===== src/rtl/sdes_decrypt_seq_if.sv =====
// Purpose: block-in / plaintext-out bundle for the S-DES decryption core.
// Latency: none, wiring only.
// Backpressure: in_valid/in_ready on the input side, out_valid/out_ready on the output side.
//
// Ports: in_valid, in_ready, key[0:9], ciphertext[0:7] (index 0 = standard MSB bit 1),
//        out_valid, out_ready, plaintext[0:7], busy.
//        master = block source/sink (testbench or link logic), slave = the core.
interface sdes_decrypt_seq_if;
  logic       in_valid;
  logic       in_ready;
  logic [0:9] key;
  logic [0:7] ciphertext;
  logic       out_valid;
  logic       out_ready;
  logic [0:7] plaintext;
  logic       busy;

  modport master (
    output in_valid, key, ciphertext, out_ready,
    input  in_ready, out_valid, plaintext, busy
  );

  modport slave (
    input  in_valid, key, ciphertext, out_ready,
    output in_ready, out_valid, plaintext, busy
  );
endinterface


===== src/rtl/sdes_decrypt_seq.sv =====
// Purpose: multi-cycle S-DES decryption, IP -> fk(K2) -> SW -> fk(K1) -> IP^-1.
// Latency: accept edge to out_valid is 3 edges, 2 when the stored subkeys are reused.
// Backpressure: plaintext/out_valid held in DONE until out_ready; in_ready only in IDLE.
//
// Ports: clk (rising edge), rst_n (async active-low), bus (sdes_decrypt_seq_if.slave).
// Bit vectors are ascending ([0:N-1]) so index n-1 is standard S-DES bit n.
module sdes_decrypt_seq #(
  parameter bit REUSE_KEY = 1'b1
) (
  input logic              clk,
  input logic              rst_n,
  sdes_decrypt_seq_if.slave bus
);

  typedef enum logic [2:0] {IDLE, KEYGEN, ROUND1, ROUND2, DONE} state_t;

  // Row-major tables, indexed by {row, col} = {b1, b4, b2, b3}.
  localparam logic [1:0] S0 [16] = '{2'd1, 2'd0, 2'd3, 2'd2,
                                     2'd3, 2'd2, 2'd1, 2'd0,
                                     2'd0, 2'd2, 2'd1, 2'd3,
                                     2'd3, 2'd1, 2'd3, 2'd2};
  localparam logic [1:0] S1 [16] = '{2'd0, 2'd1, 2'd2, 2'd3,
                                     2'd2, 2'd0, 2'd1, 2'd3,
                                     2'd3, 2'd0, 2'd1, 2'd0,
                                     2'd2, 2'd1, 2'd0, 2'd3};

  function automatic logic [0:7] p8(input logic [0:9] v);
    return {v[5], v[2], v[6], v[3], v[7], v[4], v[9], v[8]};
  endfunction

  // Returns {K1, K2}.
  function automatic logic [0:15] keygen(input logic [0:9] k);
    logic [0:9] p;
    logic [0:4] l1, r1, l2, r2;
    p  = {k[2], k[4], k[1], k[6], k[3], k[9], k[0], k[8], k[7], k[5]};
    l1 = {p[1:4], p[0]};
    r1 = {p[6:9], p[5]};
    l2 = {l1[2:4], l1[0:1]};
    r2 = {r1[2:4], r1[0:1]};
    return {p8({l1, r1}), p8({l2, r2})};
  endfunction

  function automatic logic [0:3] f_fn(input logic [0:3] r, input logic [0:7] sk);
    logic [0:7] t;
    logic [0:1] a, b;
    t = {r[3], r[0], r[1], r[2], r[1], r[2], r[3], r[0]} ^ sk;
    a = S0[{t[0], t[3], t[1], t[2]}];
    b = S1[{t[4], t[7], t[5], t[6]}];
    return {a[1], b[1], b[0], a[0]};
  endfunction

  function automatic logic [0:7] fk(input logic [0:7] x, input logic [0:7] sk);
    return {x[0:3] ^ f_fn(x[4:7], sk), x[4:7]};
  endfunction

  function automatic logic [0:7] ip(input logic [0:7] x);
    return {x[1], x[5], x[2], x[0], x[3], x[7], x[4], x[6]};
  endfunction

  function automatic logic [0:7] ip_inv(input logic [0:7] x);
    return {x[3], x[0], x[2], x[4], x[6], x[1], x[7], x[5]};
  endfunction

  state_t     state_q, state_d;
  logic [0:7] ct_q, ct_d;
  logic [0:9] key_in_q, key_in_d;
  logic [0:9] stored_key_q, stored_key_d;
  logic       key_held_q, key_held_d;
  logic [0:7] k1_q, k1_d;
  logic [0:7] k2_q, k2_d;
  logic [0:7] mid_q, mid_d;
  logic [0:7] pt_q, pt_d;
  logic       out_valid_q, out_valid_d;

  logic [0:15] subkeys_w;
  logic [0:7]  round1_w;
  logic        reuse_hit_w;

  assign subkeys_w   = keygen(key_in_q);
  assign round1_w    = fk(ip(ct_q), k2_q);
  // Exact 10-bit compare; any key change falls through to KEYGEN.
  assign reuse_hit_w = REUSE_KEY && key_held_q && (bus.key == stored_key_q);

  always_comb begin
    state_d      = state_q;
    ct_d         = ct_q;
    key_in_d     = key_in_q;
    stored_key_d = stored_key_q;
    key_held_d   = key_held_q;
    k1_d         = k1_q;
    k2_d         = k2_q;
    mid_d        = mid_q;
    pt_d         = pt_q;
    out_valid_d  = out_valid_q;
    unique case (state_q)
      IDLE: begin
        if (bus.in_valid) begin
          ct_d     = bus.ciphertext;
          key_in_d = bus.key;
          state_d  = reuse_hit_w ? ROUND1 : KEYGEN;
        end
      end
      KEYGEN: begin
        k1_d         = subkeys_w[0:7];
        k2_d         = subkeys_w[8:15];
        stored_key_d = key_in_q;
        key_held_d   = 1'b1;
        state_d      = ROUND1;
      end
      ROUND1: begin
        mid_d   = {round1_w[4:7], round1_w[0:3]};  // SW
        state_d = ROUND2;
      end
      ROUND2: begin
        pt_d        = ip_inv(fk(mid_q, k1_q));
        out_valid_d = 1'b1;
        state_d     = DONE;
      end
      DONE: begin
        if (bus.out_ready) begin
          out_valid_d = 1'b0;
          state_d     = IDLE;
        end
      end
      default: state_d = IDLE;
    endcase
  end

  always_ff @(posedge clk or negedge rst_n) begin
    if (!rst_n) begin
      state_q      <= IDLE;
      ct_q         <= '0;
      key_in_q     <= '0;
      stored_key_q <= '0;
      key_held_q   <= 1'b0;
      k1_q         <= '0;
      k2_q         <= '0;
      mid_q        <= '0;
      pt_q         <= '0;
      out_valid_q  <= 1'b0;
    end else begin
      state_q      <= state_d;
      ct_q         <= ct_d;
      key_in_q     <= key_in_d;
      stored_key_q <= stored_key_d;
      key_held_q   <= key_held_d;
      k1_q         <= k1_d;
      k2_q         <= k2_d;
      mid_q        <= mid_d;
      pt_q         <= pt_d;
      out_valid_q  <= out_valid_d;
    end
  end

  assign bus.in_ready  = (state_q == IDLE);
  assign bus.busy      = (state_q != IDLE);
  assign bus.out_valid = out_valid_q;
  assign bus.plaintext = pt_q;

endmodule


===== src/flat_wrapper.sv =====
// flat-port wrapper written by rule: the top's interface ports become plain ports
module sdes_decrypt_seq_flat 
#(
  parameter bit REUSE_KEY = 1'b1
)
  (clk, rst_n, bus_in_valid, bus_key, bus_ciphertext, bus_out_ready, bus_in_ready, bus_out_valid, bus_plaintext, bus_busy);
  sdes_decrypt_seq_if bus_i ();
  input logic clk;
  input logic rst_n;
  input wire logic [$bits(bus_i.in_valid)-1:0] bus_in_valid;
  input wire logic [$bits(bus_i.key)-1:0] bus_key;
  input wire logic [$bits(bus_i.ciphertext)-1:0] bus_ciphertext;
  input wire logic [$bits(bus_i.out_ready)-1:0] bus_out_ready;
  output wire logic [$bits(bus_i.in_ready)-1:0] bus_in_ready;
  output wire logic [$bits(bus_i.out_valid)-1:0] bus_out_valid;
  output wire logic [$bits(bus_i.plaintext)-1:0] bus_plaintext;
  output wire logic [$bits(bus_i.busy)-1:0] bus_busy;
  assign bus_i.in_valid = bus_in_valid;
  assign bus_i.key = bus_key;
  assign bus_i.ciphertext = bus_ciphertext;
  assign bus_i.out_ready = bus_out_ready;
  assign bus_in_ready = bus_i.in_ready;
  assign bus_out_valid = bus_i.out_valid;
  assign bus_plaintext = bus_i.plaintext;
  assign bus_busy = bus_i.busy;
  sdes_decrypt_seq #(.REUSE_KEY(REUSE_KEY)) u_core (.clk(clk), .rst_n(rst_n), .bus(bus_i));
endmodule

===== config.mk =====
export PLATFORM = sky130hd
export DESIGN_NAME = sdes_decrypt_seq_flat
export DESIGN_NICKNAME = d
export VERILOG_FILES = /design/src/rtl/sdes_decrypt_seq_if.sv /design/src/rtl/sdes_decrypt_seq.sv /design/src/flat_wrapper.sv
export SDC_FILE = /design/constraint.sdc
export NUM_CORES = 1
export LEC_CHECK = 0
export ABC_AREA = 1
export BUFFER_PORTS_ARGS = -buffer_cell sky130_fd_sc_hd__buf_2
export CORE_ASPECT_RATIO = 0.6
export CORE_MARGIN = 1
export CORE_UTILIZATION = 40
export DETAILED_ROUTE_END_ITERATION = 8
export GPL_TIMING_DRIVEN = 1
export PLACE_DENSITY = 0.64
export SYNTH_ARGS = -nofsm -noshare
export SYNTH_HDL_FRONTEND = slang
export SYNTH_SLANG_ARGS = --single-unit

===== constraint.sdc =====
create_clock -name clk -period 3.7 [get_ports clk]
set_input_delay 0.185 -clock clk [delete_from_list [all_inputs] [get_ports clk]]
set_output_delay 0.185 -clock clk [all_outputs]
set_load 0.005 [all_outputs]

### Word-level counts from Yosys, hierarchy flattened

Memory sizes are Yosys's and may differ from the RTL's.
Cells that the tools add are included.
W data, S select, Z words.

| storage, ports and cells | value |
|---|---|
| register bits after elaboration | 65 |
| bits in read-only memories | 128 |
| input bits | 22 |
| output and inout port bits | 11 |
| word-level logic and storage cells | 54 |
| memories | 4 |

Memory list:

| name | words | width | read ports | clocked after memory_dff | write ports | line | RTL |
|---|---|---|---|---|---|---|---|
| (no name shown) | 16 | 2 | 1 | 0 | 0 | sdes_decrypt_seq.sv:47 | `a = S0[{t[0], t[3], t[1], t[2]}];` |
| (no name shown) | 16 | 2 | 1 | 0 | 0 | sdes_decrypt_seq.sv:47 |  |
| (no name shown) | 16 | 2 | 1 | 0 | 0 | sdes_decrypt_seq.sv:48 | `b = S1[{t[4], t[7], t[5], t[6]}];` |
| (no name shown) | 16 | 2 | 1 | 0 | 0 | sdes_decrypt_seq.sv:48 |  |

| operators by class | value |
|---|---|
| magnitude comparators | 4 |
| equality and inequality tests | 7 |
| mux-type cells | 14 |
| bitwise gates (word level) | 8 |
| reduce and logical (&&, ||, !) cells | 7 |

Operators by type and width:

| kind | number |
|---|---|
| $ge A5 B5 Y1 const B | 4 |
| $not A4 Y5 | 4 |
| $mux W2 | 9 |
| $xor A8 B8 Y8 | 2 |
| $pmux W3 S5 | 1 |
| $eq A10 B10 Y1 | 1 |
| $xor A4 B4 Y4 | 2 |
| $eq A3 B2 Y1 const B | 2 |
| $mux W3 | 2 |
| $reduce_and A2 Y1 | 3 |
| $ne A2 B2 Y1 const B | 2 |
| $eq A3 B1 Y1 const B | 1 |
| $eq A3 B3 Y1 const B | 1 |
| $logic_not A3 Y1 | 1 |
| $reduce_bool A3 Y1 | 1 |
| $pmux W1 S2 | 1 |
| $reduce_bool A2 Y1 | 1 |
| $logic_and A1 B1 Y1 | 1 |
| $mux W1 | 1 |

### Depth between registers and ports, before layout

Gate-level depths: netlist (run 1).

| depth | value |
|---|---|
| depth after elaboration | 6 |
| gate-level depth with buffers | 12 |
| gate-level depth less buffers | 12 |

### Worst setup path after synthesis (run 1)

Ideal clock, no wire load.

| path | value |
|---|---|
| path type | register -> register |
| start point | register u_core.k2_q[4] (netlist name) |
| end point | register u_core.pt_q (netlist bit u_core.bus.plaintext[2]) |
| setup time | 0.117 ns |
| arrival time | 1.368 ns |
| data required time | 3.583 ns |
| slack | 2.215 ns |
| cell stages (with the launch flop) | 11 |
| buffers on the path | 0 |
| clock period less this slack | 1.485 ns |
| path through | dfrtp_1 inv_1 nand2_1 nand2_1 inv_1 ha_1 or2_1 nand2_1 nand2_1 nand3_1 nand2_1 |

RTL lines:

| element | line | RTL |
|---|---|---|
| end signal: assignment | sdes_decrypt_seq.sv:150 | `pt_q <= pt_d;` |
| end: declaration | sdes_decrypt_seq.sv:72 | `logic [0:7] pt_q, pt_d;` |

### Worst setup path in the final report (run 1)

| path | value |
|---|---|
| start point | register u_core.mid_q[7] (netlist bit) |
| end point | register u_core.pt_q (netlist bit u_core.bus.plaintext[2]) |

| on the way | value |
|---|---|
| longest elaborated chain between the ends | 6 |

Ends and longest elaborated chain:

| element | line | RTL |
|---|---|---|
| start: declaration | sdes_decrypt_seq.sv:71 | `logic [0:7] mid_q, mid_d;` |
| start signal: assignment | sdes_decrypt_seq.sv:149 | `mid_q <= mid_d;` |
| $xor A8 B8 Y8 | sdes_decrypt_seq.sv:46 | `t = {r[3], r[0], r[1], r[2], r[1], r[2], r[3], r[0]} ^ sk;` |
| $not A4 Y5 (not written as such) | sdes_decrypt_seq.sv:48 |  |
| $mem_v2 Z16 W2 | - |  |
| $mux W2 (not written as such) (2 in series) | sdes_decrypt_seq.sv:48 |  |
| $xor A4 B4 Y4 | sdes_decrypt_seq.sv:53 | `return {x[0:3] ^ f_fn(x[4:7], sk), x[4:7]};` |

No other way between the ends. The select of a mux whose other input is x is not followed.
A chain may end at the register's enable or synchronous reset.

==> reports/metrics.yaml, run 1 <==
groute.usage.overall_pct: 21.20
start_kind: "flip-flop"
postCtsHoldBufs: 1
detail_route.wl_per_cell_um: 13.18
final_core_util_pct: 48.50
routed_via_density: 4.890
hpwlAfterDp_mm: 5.052
global_route_wire_length_before_repair_mm: 11.39
filler_cell_count: 661
fin_crit_ns: 1.693
grt_pass1_vias: 2376
areaGrowthSynthToFinish_pct: 12.71
holdCritPathClass: "in2reg"
clkLatencyLatePin_ns: 0.29
cts_max_path_buffers: 2
setup_tns_ns: 0
pwr-share-clk_pct: 13.8
fp.dieArea_um2: 7187
grt.overflow.total: 0
yosys_warnings: 0
clock-sinks: 49
ir_worst_vdd_uv: 398.9
grt_max_degree: 37
routabilityCongestion: 0.8805
path_clk_slew_ns: 0.06
fmaxAchievable_ghz: 0.5907
start_util_pct: 43.03
critical_path.max_fanout: 5
final_antenna_net_count: 0
synthDominantCellAreaShare_pct: 44.81
combinational_group_share_of_total_power_pct: 52.1
synth_seq_cells: 49
synthFlopType: "sky130_fd_sc_hd__dfrtp_1"
maximum_clock_skew_at_final_layout_ns: 0.006977
crit_path_end_kind: "flip-flop"
timing.critical_path.arrival_ns: 1.87
synth.top_cells.by_count: "sky130_fd_sc_hd__nand2_1, sky130_fd_sc_hd__dfrtp_1, sky130_fd_sc_hd__inv_1"
synthArstFlopShare_pct: 100.0
post-route-period-util_pct: 45.76
post_cts.repair.setup_buffers: 0
cts-resized-gates: 0
synth_cells: 382
hold_violations: 0
synth_edf_count: 0
internal_power_mw: 1.620
synth.distinct_cells: 28
netlist_top_cells_area: "sky130_fd_sc_hd__dfrtp_1, sky130_fd_sc_hd__nand2_1, sky130_fd_sc_hd__inv_1"
mappedNetlistArea_um2: 2736
status: "finished clean"
totalWireLength_mm: 6.565
setup.worst_path.class: "reg2reg"
layout-drive-gt1-share_pct: 13.04
io_pins: 33
grt_setup_unrepaired: "false"
port_buffers: 32
synthesis.nets: 406
num_rows: 22
final_number_of_max_transition_violations: 0
synth_most_common_cell: "sky130_fd_sc_hd__nand2_1"
clock_tree.htree_level_count: 2
p_seq_share_pct: 34.0
cap_violations: 0
required_ns: 3.88
powerDensity_nw_per_um2: 1005
leakagePower_nw: 1.726
sw_share_pct: 47.74
grt_antenna_before_repair: 0
floorplan.die.height_um: 66.07
finalSetupViolations: 0
cts_tree: "yes"
clock_tree.root_cell: "sky130_fd_sc_hd__clkbuf_16"
cts_inserted_buffers: 5
insertedDiodeCount: 0
nets: 439
timing.slew.headroom_pct: 47.85
die_x_um: 108.8
drt_first_pass_iters: 5
drc_violations_left: 0
via_count: 2435
worst_pin_slew_ns: 0.7801
synthesis.area_per_instance_um2: 7.163
power.switching_mw: 1.480
core_um2: 6359
first_iter_violations: 190
synthDominantAreaCellType: "sky130_fd_sc_hd__dfrtp_1"
yosysSeqAreaShare_pct: 44.81
power groups by stage:
stage,clock network (mW),registers [mW],logic (mW)
6_report,0.429,1.05,1.62
2_1_floorplan,0,0.980,1.28
4_1_cts,0.441,1.05,1.61
3_3_place_gp,0,1.05,1.55
3_5_place_dp,0,1.06,1.60
5_1_grt,0.467,1.09,1.89
metrics by stage:
step | total power [mW] | setup WS (ns) | instances | area (um2) | hold slack, ns
after detailed placement | 2.661 | 2.007 | 491 | 2944 | 0.1003
after floorplan | 2.260 | 2.215 | 382 | 2736 | -0.1106
after CTS | 3.106 | 2.017 | 498 | 3084 | 0.1436
after global routing | 3.451 | 1.836 | 498 | 3084 | 0.1692
final | 3.100 | 2.007 | 498 | 3084 | 0.1443
after global placement | 2.609 | 2.054 | 491 | 2944 | 0.09660
registers in the layout, summed over array words and instances (netlist names):
signal	cells
u_core.ct_q	8
u_core.bus.plaintext	8
u_core.mid_q	8
u_core.state_q	3
u_core.k2_q	7
u_core.key_held_q	1
u_core.k1_q	3
u_core.key_in_q	10
u_core.bus.out_valid	1
metal layers:
layer,track usage (%),part of all wire (%)
met1,30.89,52
met2,31.41,39
met3,4.433,8.1
met4,6.081,0.93
met5,0,0
worst max-delay path, stage by stage, from the launching register on:
cell	delay (ns)
sky130_fd_sc_hd__dfrtp_1	0.46
sky130_fd_sc_hd__inv_1	0.18
sky130_fd_sc_hd__nand2_1	0.07
sky130_fd_sc_hd__nand2_1	0.08
sky130_fd_sc_hd__inv_1	0.06
sky130_fd_sc_hd__ha_1	0.28
sky130_fd_sc_hd__or2_1	0.24
sky130_fd_sc_hd__nand2_1	0.08
sky130_fd_sc_hd__nand2_1	0.05
sky130_fd_sc_hd__nand3_1	0.06
sky130_fd_sc_hd__nand2_1	0.05
kinds of logic (layout without fill, tap and decap cells):
| family | Yosys count | in the layout | synth area share (%) |
|---|---|---|---|
| AO/OA/AOI/OAI | 42 | 42 | 8.459 |
| XOR/XNOR | 7 | 7 | 2.241 |
| adder cells (fa/ha/maj) | 2 | 2 | 0.9143 |
| buffers and inverters | 57 | 89 | 9.191 |
| flip-flops | 49 | 49 | 44.81 |
| AND/OR/NAND/NOR | 225 | 225 | 34.39 |
placed cells by master, fill, tap and decap left out, types with 4 or more instances in the layout:
master / netlist / layout
sky130_fd_sc_hd__nand3_1: 26 / 26
sky130_fd_sc_hd__buf_2: 3 / 32
sky130_fd_sc_hd__a21oi_1: 21 / 21
sky130_fd_sc_hd__o21ai_2: 4 / 4
sky130_fd_sc_hd__inv_1: 46 / 46
sky130_fd_sc_hd__nand2_1: 163 / 163
sky130_fd_sc_hd__xnor2_1: 6 / 6
sky130_fd_sc_hd__clkbuf_16: 0 / 5
sky130_fd_sc_hd__dfrtp_1: 49 / 49
sky130_fd_sc_hd__nor2_1: 24 / 24
sky130_fd_sc_hd__o21ai_0: 14 / 14
final timing paths:
| check | depth (start not counted) | start | slack [ns] | to |
|---|---|---|---|---|
| worst max-delay path | 10 | u_core.mid_q[7] | 2.01 | u_core.bus.plaintext[2] |
| worst min-delay path | 3 | bus_ciphertext[0] | 0.14 | u_core.ct_q[7] |
| worst max register to register | 10 | u_core.mid_q[7] | 2.01 | u_core.bus.plaintext[2] |
| worst min register to register | 2 | u_core.key_held_q | 0.46 | u_core.key_held_q |
| max in group asynchronous | 3 | rst_n | 2.58 | u_core.ct_q[7] |
| min in group asynchronous | 2 | rst_n | 0.32 | u_core.key_in_q[3] |
area by class of cell:
class	count	area (um2)	share of cell area, %
clock buffer	5	125.1	4.057
clock inverter	1	5.005	0.1623
inverter	49	186.4	6.045
multi-input combinational	276	1259	40.81
sequential	49	1226	39.76
tap	84	105.1	3.408
timing repair buffer	34	177.7	5.761
Power figures use the tool's default switching activity.
==> inputs of run 2 (changes only) <==
- ABC_AREA: 1 -> 0
- PLACE_DENSITY: 0.64 -> 0.65
- clock period: 3.7 -> 1.6 ns (I/O delays scaled with it)
==> run 2 against run 1 <==
Against the previous run: the run now ends with setup timing left; global-route usage down 5.1 points; via count down 33%; utilization grew 8.2 points; count of clock-buffer cells in the layout is 1 higher; hold slack got worse by 0.14 ns; first-iteration DRC count decreased by 80%; maximum frequency rose by 4.9%; design area up 5.8%; sequential power grew 130%; non-clock buffer count up 40; largest cell class unchanged.
==> reports/metrics.yaml, run 2 <==
status: "complete, but fails checks"
failed_checks: "setup timing"
timing.critical_path.arrival_ns: 1.80  # -0.07 ns
synth_edf_count: 0  # unchanged
synthDominantAreaCellType: "sky130_fd_sc_hd__dfrtp_1"
via_count: 1634  # -33%
rr_worst_depth: 5  # -5
power.switching_mw: 2.944  # +99%
grt_setup_unrepaired: "true"
power_mw: 8.147  # +160%
final_core_util_pct: 56.73  # +8.2 points
areaGrowthSynthToFinish_pct: 32.91
multi_input_area_um2: 1284  # +2.0%
register_with_the_most_flip_flops: "u_core.key_in_q"
grt_max_degree: 31  # -16%
rr_startpoint: "u_core.state_q[2]"
grt.overflow.total: 0  # unchanged
required_ns: 1.79  # -2.09 ns
cap_violations: 0  # unchanged
global_route_wire_length_before_repair_mm: 7.783  # -32%
cp.buffers_inverters: 2  # unchanged
pwr-share-clk_pct: 8.7  # -5.1 points
groute.usage.overall_pct: 16.14  # -5.1 points
seqCellArea_um2: 1230  # +0.31%
clkLatencyLatePin_ns: 0.30  # about the same
hold_violations: 0  # unchanged
detail_route.wl_per_cell_um: 14.34  # +8.8%
final_number_of_max_transition_violations: 0  # unchanged
totalWireLength_mm: 5.005  # -24%
min-delay-start: "bus_ciphertext[1]"
combinational_group_share_of_total_power_pct: 61.7  # +9.6 points
critical_path_cell_count: 5  # -5
mostFrequentLayoutCells: "sky130_fd_sc_hd__dfrtp_1, sky130_fd_sc_hd__buf_2, sky130_fd_sc_hd__buf_4"
synth.distinct_cells: 38  # +36%
nets: 292  # -33%
clock_tree.root_cell: "sky130_fd_sc_hd__clkbuf_8"
synth.top_cells.by_count: "sky130_fd_sc_hd__dfrtp_1, sky130_fd_sc_hd__mux2_2, sky130_fd_sc_hd__xnor2_1"
setup.worst_path.class: "reg2reg"
grt_pass1_vias: 1567  # -34%
mappedNetlistArea_um2: 2456  # -10%
fmaxAchievable_ghz: 0.6196  # +4.9%
synthArstFlopShare_pct: 100.0  # unchanged
mostFrequentLayoutCell: "sky130_fd_sc_hd__dfrtp_1"
routabilityCongestion: 0.7469  # -15%
io_pins: 33  # unchanged
worst_path_largest_cell_delay_ns: 0.39  # -0.07 ns
setup_ws_ns: -0.01401  # -2.021 ns
die_x_um: 103.2  # -5.2%
drt_first_pass_iters: 4  # -1
worst_pin_slew_ns: 0.5036  # -0.2765 ns
clock-sinks: 49  # unchanged
num_rows: 21  # -4.5%
synthesis.nets: 217  # -47%
synth_cells: 193  # -49%
port_buffers: 32  # unchanged
path_clk_slew_ns: 0.09  # +0.03 ns
synth_seq_cells: 49  # unchanged
end_of_the_worst_register_to_register_path: "u_core.key_in_q[9]"
first_iter_violations: 38  # -80%
start_kind: "flip-flop"
routed_via_density: 4.682  # -4.2%
core_um2: 5754  # -9.5%
start_util_pct: 42.68  # -0.35 points
critical_path.max_fanout: 6  # +1
synth_most_common_cell: "sky130_fd_sc_hd__dfrtp_1"
p_seq_share_pct: 29.6  # -4.4 points
synthesis.area_per_instance_um2: 12.73  # +78%
holdCritPathClass: "in2reg"
cts_max_path_buffers: 2  # unchanged
crit_path_end_kind: "flip-flop"
finalHoldWorstSlack_ns: 0.004146  # -0.1402 ns
place_worst_setup_slack_ns: -0.03824  # -2.046 ns
layout-drive-gt1-share_pct: 49.81  # +37 points
internal_power_mw: 5.203  # +220%
drc_violations_left: 0  # unchanged
powerDensity_nw_per_um2: 2496  # +150%
floorplan.die.height_um: 62.70  # -5.1%
cp_cell_sequence: "or3_4, inv_2, and2_4, clkbuf_16, mux2_4"
grt_antenna_before_repair: 0  # unchanged
cts_tree: "yes"
hold_depth: 2  # -1
hpwlAfterDp_mm: 3.702  # -27%
insertedDiodeCount: 0  # unchanged
filler_cell_count: 498  # -25%
yosys_warnings: 0  # unchanged
hold_path_end: "u_core.ct_q[6]"
r2r_setup_slack_ns: -0.01  # -2.02 ns
yosysSeqAreaShare_pct: 49.92  # +5.1 points
timing.slew.headroom_pct: 66.42  # +19 points
sw_share_pct: 36.13  # -12 points
cts_inserted_buffers: 5  # unchanged
ir_worst_vdd_uv: 1194  # +200%
final_antenna_net_count: 0  # unchanged
critical_path.top_delay_family: "simple AND/OR/NAND/NOR gates"
post-route-period-util_pct: 100.9  # +55 points
critical-path-slowest-cell: "sky130_fd_sc_hd__or3_4"
clock_tree.htree_level_count: 2  # unchanged
synthDominantCellAreaShare_pct: 49.92  # +5.1 points
finalSetupViolations: 3  # +3
setup_tns_ns: -0.03124  # -0.03124 ns
netlist_top_cells_area: "sky130_fd_sc_hd__dfrtp_1, sky130_fd_sc_hd__mux2_2, sky130_fd_sc_hd__xnor2_1"
largest_register_ffs: 10  # unchanged
maximum_clock_skew_at_final_layout_ns: 0.007875  # +0.0008987 ns
leakagePower_nw: 1.490  # -14%
fp.dieArea_um2: 6468  # -10%
fin_crit_ns: 1.614  # -0.07902 ns
synthFlopType: "sky130_fd_sc_hd__dfrtp_1"
-- run 2: logic make-up (layout without fill, tap and decap cells) --
group	Yosys count	after routing	synth area share, %
xor+xnor	37	37	13.81
compound gates	18	18	4.687
mux	46	46	20.63
fa+ha+maj	2	2	1.019
simple gates	30	30	7.132
flops	49	49	49.92
buf+inv	11	87	2.801
-- run 2: worst register-to-register path: stages (launching register included) --
cell and delay (ns):
sky130_fd_sc_hd__dfrtp_1 0.38, sky130_fd_sc_hd__or3_4 0.39, sky130_fd_sc_hd__inv_2 0.06, sky130_fd_sc_hd__and2_4 0.20, sky130_fd_sc_hd__clkbuf_16 0.18, sky130_fd_sc_hd__mux2_4 0.30
-- run 2: metal layers --
| metal | track usage [%] | share of wire (%) |
|---|---|---|
| met5 | 0 | 0 |
| met4 | 4.225 | 0.88 |
| met1 | 25.52 | 56 |
| met2 | 21.75 | 40 |
| met3 | 3.691 | 3.4 |
-- run 2: power by group through the flow --
stage | clock [mW] | combinational [mW] | sequential [mW]
floorplan | 0 | 3.19 | 2.36
CTS | 0.731 | 4.72 | 2.39
detailed placement | 0 | 4.61 | 2.43
finish | 0.712 | 5.03 | 2.41
global route | 0.783 | 5.54 | 2.49
global placement | 0 | 4.52 | 2.42
-- run 2: timing repair --
| action | 4_1_cts | 5_1_grt |
|---|---|---|
| hold buffers | 4 | 2 |
| hold endpoints to repair | 22 | 2 |
| pin swaps | 2 | 3 |
| gates resized for setup | 2 | 21 |
| endpoints found under the setup margin | 10 | 18 |
| setup buffers | 2 | 2 |
| gates cloned | 0 | 1 |
-- run 2: how the worst max path moves through the flow --
stage,slack [ns],start,end
detailed placement,-0.04,u_core.k2_q[6],u_core.mid_q[6]
finish,-0.01,u_core.state_q[2],u_core.key_in_q[9]
global placement,0.002,u_core.k2_q[6],u_core.mid_q[6]
floorplan,-0.1,u_core.state_q[0],u_core.ct_q[1]
global route,-0.11,u_core.k2_q[6],u_core.mid_q[6]
CTS,-0.01,u_core.state_q[2],u_core.key_in_q[5]
-- run 2: through the flow --
stage | std cells | instance area (um2)
after detailed placement | 330 | 2974
after floorplan | 193 | 2502
after global placement | 330 | 2974
after CTS | 344 | 3117
final | 349 | 3264
after global routing | 349 | 3264
-- run 2: final cells by class --
class	instances	share of cell area, %
sequential	49	37.68
clock buffer	6	2.223
timing repair buffer	74	16.83
clock inverter	2	0.3066
inverter	5	0.5749
tap	80	3.066
multi-input combinational	133	39.33
